--- src/rtl/wb_arb_pkg.sv ---
// Shared types and defaults for the writeback port arbiter.
package wb_arb_pkg;

    localparam int unsigned REG_W            = 5;
    localparam int unsigned DATA_W           = 32;
    localparam int unsigned DEPTH_DEF        = 2;
    localparam int unsigned STARVE_LIMIT_DEF = 4;

    // One buffered MDU result: destination register and its value.
    typedef struct packed {
        logic [REG_W-1:0]  rd;
        logic [DATA_W-1:0] data;
    } wb_entry_t;

endpackage

--- src/rtl/wb_res_fifo.sv ---
// Small synchronous FIFO holding MDU results until the write port is free.
module wb_res_fifo
    import wb_arb_pkg::*;
#(
    parameter int unsigned DEPTH = DEPTH_DEF
) (
    input  logic                     clk,
    input  logic                     rst_n,
    input  logic                     push,
    input  wb_entry_t                push_entry,
    input  logic                     pop,
    output wb_entry_t                head,
    output logic                     full,
    output logic                     empty,
    output logic [$clog2(DEPTH):0]   count
);

    localparam int unsigned AW = $clog2(DEPTH);
    localparam int unsigned CW = AW + 1;
    localparam logic [CW-1:0] FULL_CNT = CW'(DEPTH);

    wb_entry_t        mem [DEPTH];
    logic [AW-1:0]    wr_ptr;
    logic [AW-1:0]    rd_ptr;
    logic             push_ok;
    logic             pop_ok;

    assign full    = (count == FULL_CNT);
    assign empty   = (count == '0);
    assign push_ok = push && !full;
    assign pop_ok  = pop && !empty;
    assign head    = mem[rd_ptr];

    // Storage array; contents are don't-care until counted valid.
    always_ff @(posedge clk) begin
        if (push_ok) begin
            mem[wr_ptr] <= push_entry;
        end
    end

    // Pointers wrap naturally because DEPTH is a power of two.
    always_ff @(posedge clk or negedge rst_n) begin
        if (!rst_n) begin
            wr_ptr <= '0;
            rd_ptr <= '0;
            count  <= '0;
        end else begin
            if (push_ok) begin
                wr_ptr <= wr_ptr + 1'b1;
            end
            if (pop_ok) begin
                rd_ptr <= rd_ptr + 1'b1;
            end
            case ({push_ok, pop_ok})
                2'b10:   count <= count + 1'b1;
                2'b01:   count <= count - 1'b1;
                default: count <= count;
            endcase
        end
    end

endmodule

--- src/rtl/wb_port_arbiter.sv ---
// Register-file write port arbiter: pipeline writeback has priority,
// buffered MDU results drain in free cycles, starvation raises a stall.
module wb_port_arbiter
    import wb_arb_pkg::*;
#(
    parameter int unsigned DEPTH        = DEPTH_DEF,
    parameter int unsigned STARVE_LIMIT = STARVE_LIMIT_DEF
) (
    input  logic                     clk_i,
    input  logic                     rst_i,
    input  logic                     wb_regwrite_i,
    input  logic [REG_W-1:0]         wb_rd_i,
    input  logic [DATA_W-1:0]        wb_data_i,
    input  logic                     mdu_valid_i,
    input  logic [REG_W-1:0]         mdu_rd_i,
    input  logic [DATA_W-1:0]        mdu_data_i,
    output logic                     mdu_ready_o,
    output logic                     rf_we_o,
    output logic [REG_W-1:0]         rf_addr_o,
    output logic [DATA_W-1:0]        rf_data_o,
    output logic                     stall_o,
    output logic [$clog2(DEPTH):0]   fifo_count_o
);

    localparam logic [3:0] LIMIT_M1 = 4'(STARVE_LIMIT - 1);

    wb_entry_t  push_entry;
    wb_entry_t  head;
    logic       full;
    logic       empty;
    logic       pop;
    logic       pipe_live;
    logic       starve_hit;
    logic [3:0] starve_cnt;

    assign pipe_live        = wb_regwrite_i && (wb_rd_i != '0);
    assign push_entry.rd    = mdu_rd_i;
    assign push_entry.data  = mdu_data_i;
    assign mdu_ready_o      = !full;

    wb_res_fifo #(
        .DEPTH (DEPTH)
    ) u_fifo (
        .clk        (clk_i),
        .rst_n      (rst_i),
        .push       (mdu_valid_i),
        .push_entry (push_entry),
        .pop        (pop),
        .head       (head),
        .full       (full),
        .empty      (empty),
        .count      (fifo_count_o)
    );

    // Port grant: pipeline first, then FIFO head; rd=0 heads are popped silently.
    always_comb begin
        rf_we_o   = 1'b0;
        rf_addr_o = '0;
        rf_data_o = '0;
        pop       = 1'b0;
        if (rst_i) begin
            if (pipe_live) begin
                rf_we_o   = 1'b1;
                rf_addr_o = wb_rd_i;
                rf_data_o = wb_data_i;
            end else if (!empty) begin
                rf_we_o   = (head.rd != '0);
                rf_addr_o = head.rd;
                rf_data_o = head.data;
                pop       = 1'b1;
            end
        end
    end

    // The counter steps to STARVE_LIMIT on this edge.
    assign starve_hit = !empty && pipe_live && (starve_cnt == LIMIT_M1);

    // Starvation counter: counts consecutive cycles the head is denied.
    always_ff @(posedge clk_i or negedge rst_i) begin
        if (!rst_i) begin
            starve_cnt <= '0;
        end else if (empty || pop) begin
            starve_cnt <= '0;
        end else if (pipe_live && (starve_cnt != 4'hF)) begin
            starve_cnt <= starve_cnt + 1'b1;
        end
    end

    // Stall request: raised when starvation hits the limit, dropped on the next pop.
    always_ff @(posedge clk_i or negedge rst_i) begin
        if (!rst_i) begin
            stall_o <= 1'b0;
        end else if (pop) begin
            stall_o <= 1'b0;
        end else if (starve_hit) begin
            stall_o <= 1'b1;
        end
    end

endmodule

--- config.mk ---
export PLATFORM = sky130hd
export DESIGN_NAME = wb_port_arbiter
export DESIGN_NICKNAME = d
export VERILOG_FILES = /design/src/rtl/wb_arb_pkg.sv /design/src/rtl/wb_res_fifo.sv /design/src/rtl/wb_port_arbiter.sv
export SDC_FILE = /design/constraint.sdc
export NUM_CORES = 1
export LEC_CHECK = 0
export BUFFER_PORTS_ARGS = -buffer_cell sky130_fd_sc_hd__buf_2
export CAP_MARGIN = 20
export CORE_ASPECT_RATIO = 1.75
export CORE_MARGIN = 4
export CORE_UTILIZATION = 45
export DETAILED_ROUTE_END_ITERATION = 7
export PLACE_DENSITY = 0.72
export SLEW_MARGIN = 20
export SYNTH_ARGS = -nofsm -noshare
export SYNTH_HDL_FRONTEND = slang
export SYNTH_SLANG_ARGS = --single-unit
--- constraint.sdc ---
create_clock -name clk_i -period 7 [get_ports clk_i]
set_input_delay 1.4 -clock clk_i [delete_from_list [all_inputs] [get_ports clk_i]]
set_output_delay 1.4 -clock clk_i [all_outputs]
set_load 0.005 [all_outputs]
==> metrics.log <==
[metrics] ys async rst share: 10.8%
[metrics] Finished Core Util: 57.2%
[metrics] number of failing hold endpoints at the final stage: 0
[metrics] clock transition at the registers of the reported paths: 0.06 ns
[metrics] Clock Path Buffers: 2
[metrics] floorplan core area: 0.00826 sq mm
[metrics] most frequently used cell type in the post-synthesis netlist: sky130_fd_sc_hd__edfxtp_1
[metrics] total of cells resized after clock tree synthesis: 0
[metrics] met3 capacity usage during global routing: 4.80%
[metrics] worst endpoint required time: 5.60 ns
[metrics] outcome: completed
[metrics] worst r2r dst: u_fifo.count[1]
[metrics] overall global routing resource usage: 16.9%
[metrics] max-cap violation count: 0
[metrics] die outline area: 0.0100 sq mm
[metrics] FP Rows: 44
[metrics] total nets after synthesis: 380
[metrics] Clock Root Buffer: sky130_fd_sc_hd__clkbuf_16
[metrics] Max Clk Rate: 208 MHz
[metrics] Total Negative Setup Slacks: 0 ns
[metrics] register area share after synthesis: 64.5%
[metrics] syn avg cell area: 12.6 sq um
[metrics] Via density: 5.41
[metrics] dpl hpwl: 5580 um
[metrics] Post-Place Setup Slack: 2.17 ns
[metrics] Final Cycle Share: 68.8%
[metrics] pwr/cell area: 348 mW/mm^2
[metrics] met1 capacity usage during global routing: 18.3%
[metrics] Buffers on Ports: 119
[metrics] setup repair after global routing missed its margin: false
[metrics] Chip Height: 129 um
[metrics] non-filler instance count after layout: 508
[metrics] post-synth design cell area: 0.00379 sq mm
[metrics] Yosys top cell by area: sky130_fd_sc_hd__edfxtp_1
[metrics] Initial Utilization: 45.9%
[metrics] cells taking the most area after synthesis: sky130_fd_sc_hd__edfxtp_1 59%, sky130_fd_sc_hd__mux2_2 11%, sky130_fd_sc_hd__dfrtp_1 5.9%
[metrics] data arrival time of the critical path: 3.41 ns
[metrics] top post-synthesis cells by count: 74 x sky130_fd_sc_hd__edfxtp_1, 41 x sky130_fd_sc_hd__nand3_1, 39 x sky130_fd_sc_hd__a21oi_1, 39 x sky130_fd_sc_hd__nand2_1, 37 x sky130_fd_sc_hd__mux2_2
[metrics] register bit count reported by yosys: 83
[metrics] count of mapped cells out of synthesis: 300
[metrics] GRT busiest layer: met2
[metrics] final critical-path required period: 4.81 ns
[metrics] Yosys warning count: 0
[metrics] startpoint of the worst hold path: u_fifo.count[1]
[metrics] cell with the largest stage delay on the worst path: sky130_fd_sc_hd__o21ai_4
[metrics] global-route wire length before repair: 12900 um
[metrics] drt initial violations: 156
[metrics] hold_buf cts: 0
[metrics] worst hold endpoint: u_fifo.count[1]
[metrics] final-stage net count: 491
[metrics] Routed WL: 8260 um
[metrics] setup ws final: 2.19 ns
[metrics] worst reg-to-reg setup slack: 4.86 ns
[metrics] Diodes inserted: 0
[metrics] max-slew violation total from the final report: 0
[metrics] Lkg Pwr: 1.92 nW
[metrics] Die Wd: 77.4 um
[metrics] Detail Route Antenna Nets: 0
[metrics] Worst R2R Start: u_fifo.count[0]
[metrics] cell seen most often among critical-path stages: sky130_fd_sc_hd__buf_2
[metrics] fraction of layout cells with a size suffix above 1: 43.3%
[metrics] cts bufs inserted: 9
[metrics] Register-to-Register Path Depth: 6
[metrics] average wire length per cell after detail routing: 16.3 um
[metrics] number of filler cells placed in the layout: 699
[metrics] number of setup buffers added after CTS: 0
[metrics] post-synth top area share: 58.6%
[metrics] Placed Cells incl. Taps: 491
[metrics] biggest fanout along the worst timing path: 41
[metrics] worst hold path class: reg -> reg
[metrics] number of enable flip-flop cells after synthesis: 74
[metrics] residual DRC count: 0
[metrics] insertion delay to the later sink of the worst-skew pair: 0.33 ns
[metrics] via count: 2749
[metrics] worst-path cell chain: buf_2, or4_4, o21ai_4, nand3_1, a21oi_1, buf_2
[metrics] worst IR drop on VDD: 0.000241 V
[metrics] Crit. End Element: primary output
[metrics] category of the most critical setup path: in -> out
[metrics] layout-stage area growth over the synthesis result: 24.6%
[metrics] via count of the first global-routing pass: 2693
[metrics] worst hold stages: 1
[metrics] Distinct cells, synth: 36
[metrics] normalized max-slew margin: 32.3%
[metrics] number of antenna violations at the first check in global routing: 0
[metrics] number of levels the H-tree was split into: 3
[metrics] pin count of the biggest net entering global routing: 42
[metrics] Critical Path Start Type: primary input
[metrics] met2 Track Usage GR: 30.7%
[metrics] clock tree from TritonCTS: built
[metrics] Final setup violation count: 0
[metrics] number of detailed-route iterations in the first pass: 4
[metrics] sum of overflow across all layers after global routing: 0
[metrics] Layout Skew: 0.00382 ns
[metrics] placer's final routability congestion estimate: 0.759
[metrics] Slowest Stage Delay on Critical Path: 0.79 ns
[metrics] I/O pin count: 120
[metrics] clock sink count: 83
[metrics] actual transition at the worst max-transition pin: 1.01 ns
[metrics] most common flop cell mapped by yosys: sky130_fd_sc_hd__edfxtp_1
==> flip-flops by register name (all words and copies together), names as in the netlist <==
signal,count
u_fifo.count,2
u_fifo.wr_ptr,1
u_fifo.mem,74
starve_cnt,4
u_fifo.rd_ptr,1
stall_o,1
==> layer usage <==
metal / part of all wire (%) / vias to the layer above
met2: 57 / 70
met1: 37 / 1337
met3: 4.9 / 6
met4: 1.5 / 0
met5: 0 / -
li1: - / 1336
==> how the worst max path moves through the flow <==
stage                from            end  slack, ns  cells after the start
4_1_cts        wb_rd_i[0]   rf_addr_o[2]       2.14                      6
6_report       wb_rd_i[0]   rf_addr_o[2]       2.19                      6
2_1_floorplan  wb_rd_i[0]  rf_data_o[10]       3.04                      6
5_1_grt        wb_rd_i[0]   rf_addr_o[2]       1.98                      6
3_5_place_dp   wb_rd_i[0]   rf_addr_o[2]       2.17                      6
3_3_place_gp   wb_rd_i[0]   rf_addr_o[2]       2.15                      6
==> per-stage QoR <==
| stage | power (mW) | hold slack (ns) | area, sq um |
|---|---|---|---|
| 3_3_place_gp | 1.22 | 0.516 | 4430 |
| 2_1_floorplan | 1.08 | 0.460 | 3790 |
| 3_5_place_dp | 1.24 | 0.517 | 4430 |
| 5_1_grt | 1.74 | 0.555 | 4730 |
| 6_report | 1.64 | 0.525 | 4730 |
| 4_1_cts | 1.65 | 0.524 | 4700 |
==> worst max-delay path: cells and delay by family <==
kind	cells	cell delay, ns
compound gates	2	1.05
simple gates	2	0.70
buf+inv	2	0.27
==> final cells by class <==
class | instances | area [sq um] | area share, %
timing repair buffer | 122 | 638 | 13.5
clock buffer | 13 | 250 | 5.29
inverter | 4 | 15.0 | 0.318
sequential | 83 | 2450 | 51.8
multi-input combinational | 191 | 1240 | 26.3
tap | 92 | 115 | 2.44
clock inverter | 3 | 15.0 | 0.318
==> cells in the final DEF (no fill, tap or decap), types with 4 or more instances in the layout <==
master and instances:
sky130_fd_sc_hd__clkbuf_16 9, sky130_fd_sc_hd__edfxtp_1 74, sky130_fd_sc_hd__mux2_2 37, sky130_fd_sc_hd__inv_1 4
sky130_fd_sc_hd__nand2_1 39, sky130_fd_sc_hd__a21oi_1 39, sky130_fd_sc_hd__dfrtp_1 8, sky130_fd_sc_hd__buf_2 119
sky130_fd_sc_hd__nor2_1 4, sky130_fd_sc_hd__nand3_1 41
==> power breakdown <==
part	switching, mW	internal [mW]	total (mW)
Combinational	0.232	0.231	0.463
Sequential	0.0869	0.677	0.764
Clock	0.169	0.248	0.417
==> kinds of logic after synthesis <==
logic type	share of synthesized area, %
and+or+nand+nor	11.7
DFF	64.5
AOI/OAI and AO/OA	7.59
muxes	11.2
buffers and inverters	3.10
xor gates and xnor gates	1.15
adders and majority gates	0.660
No activity file was read; power rests on OpenSTA's default activity.
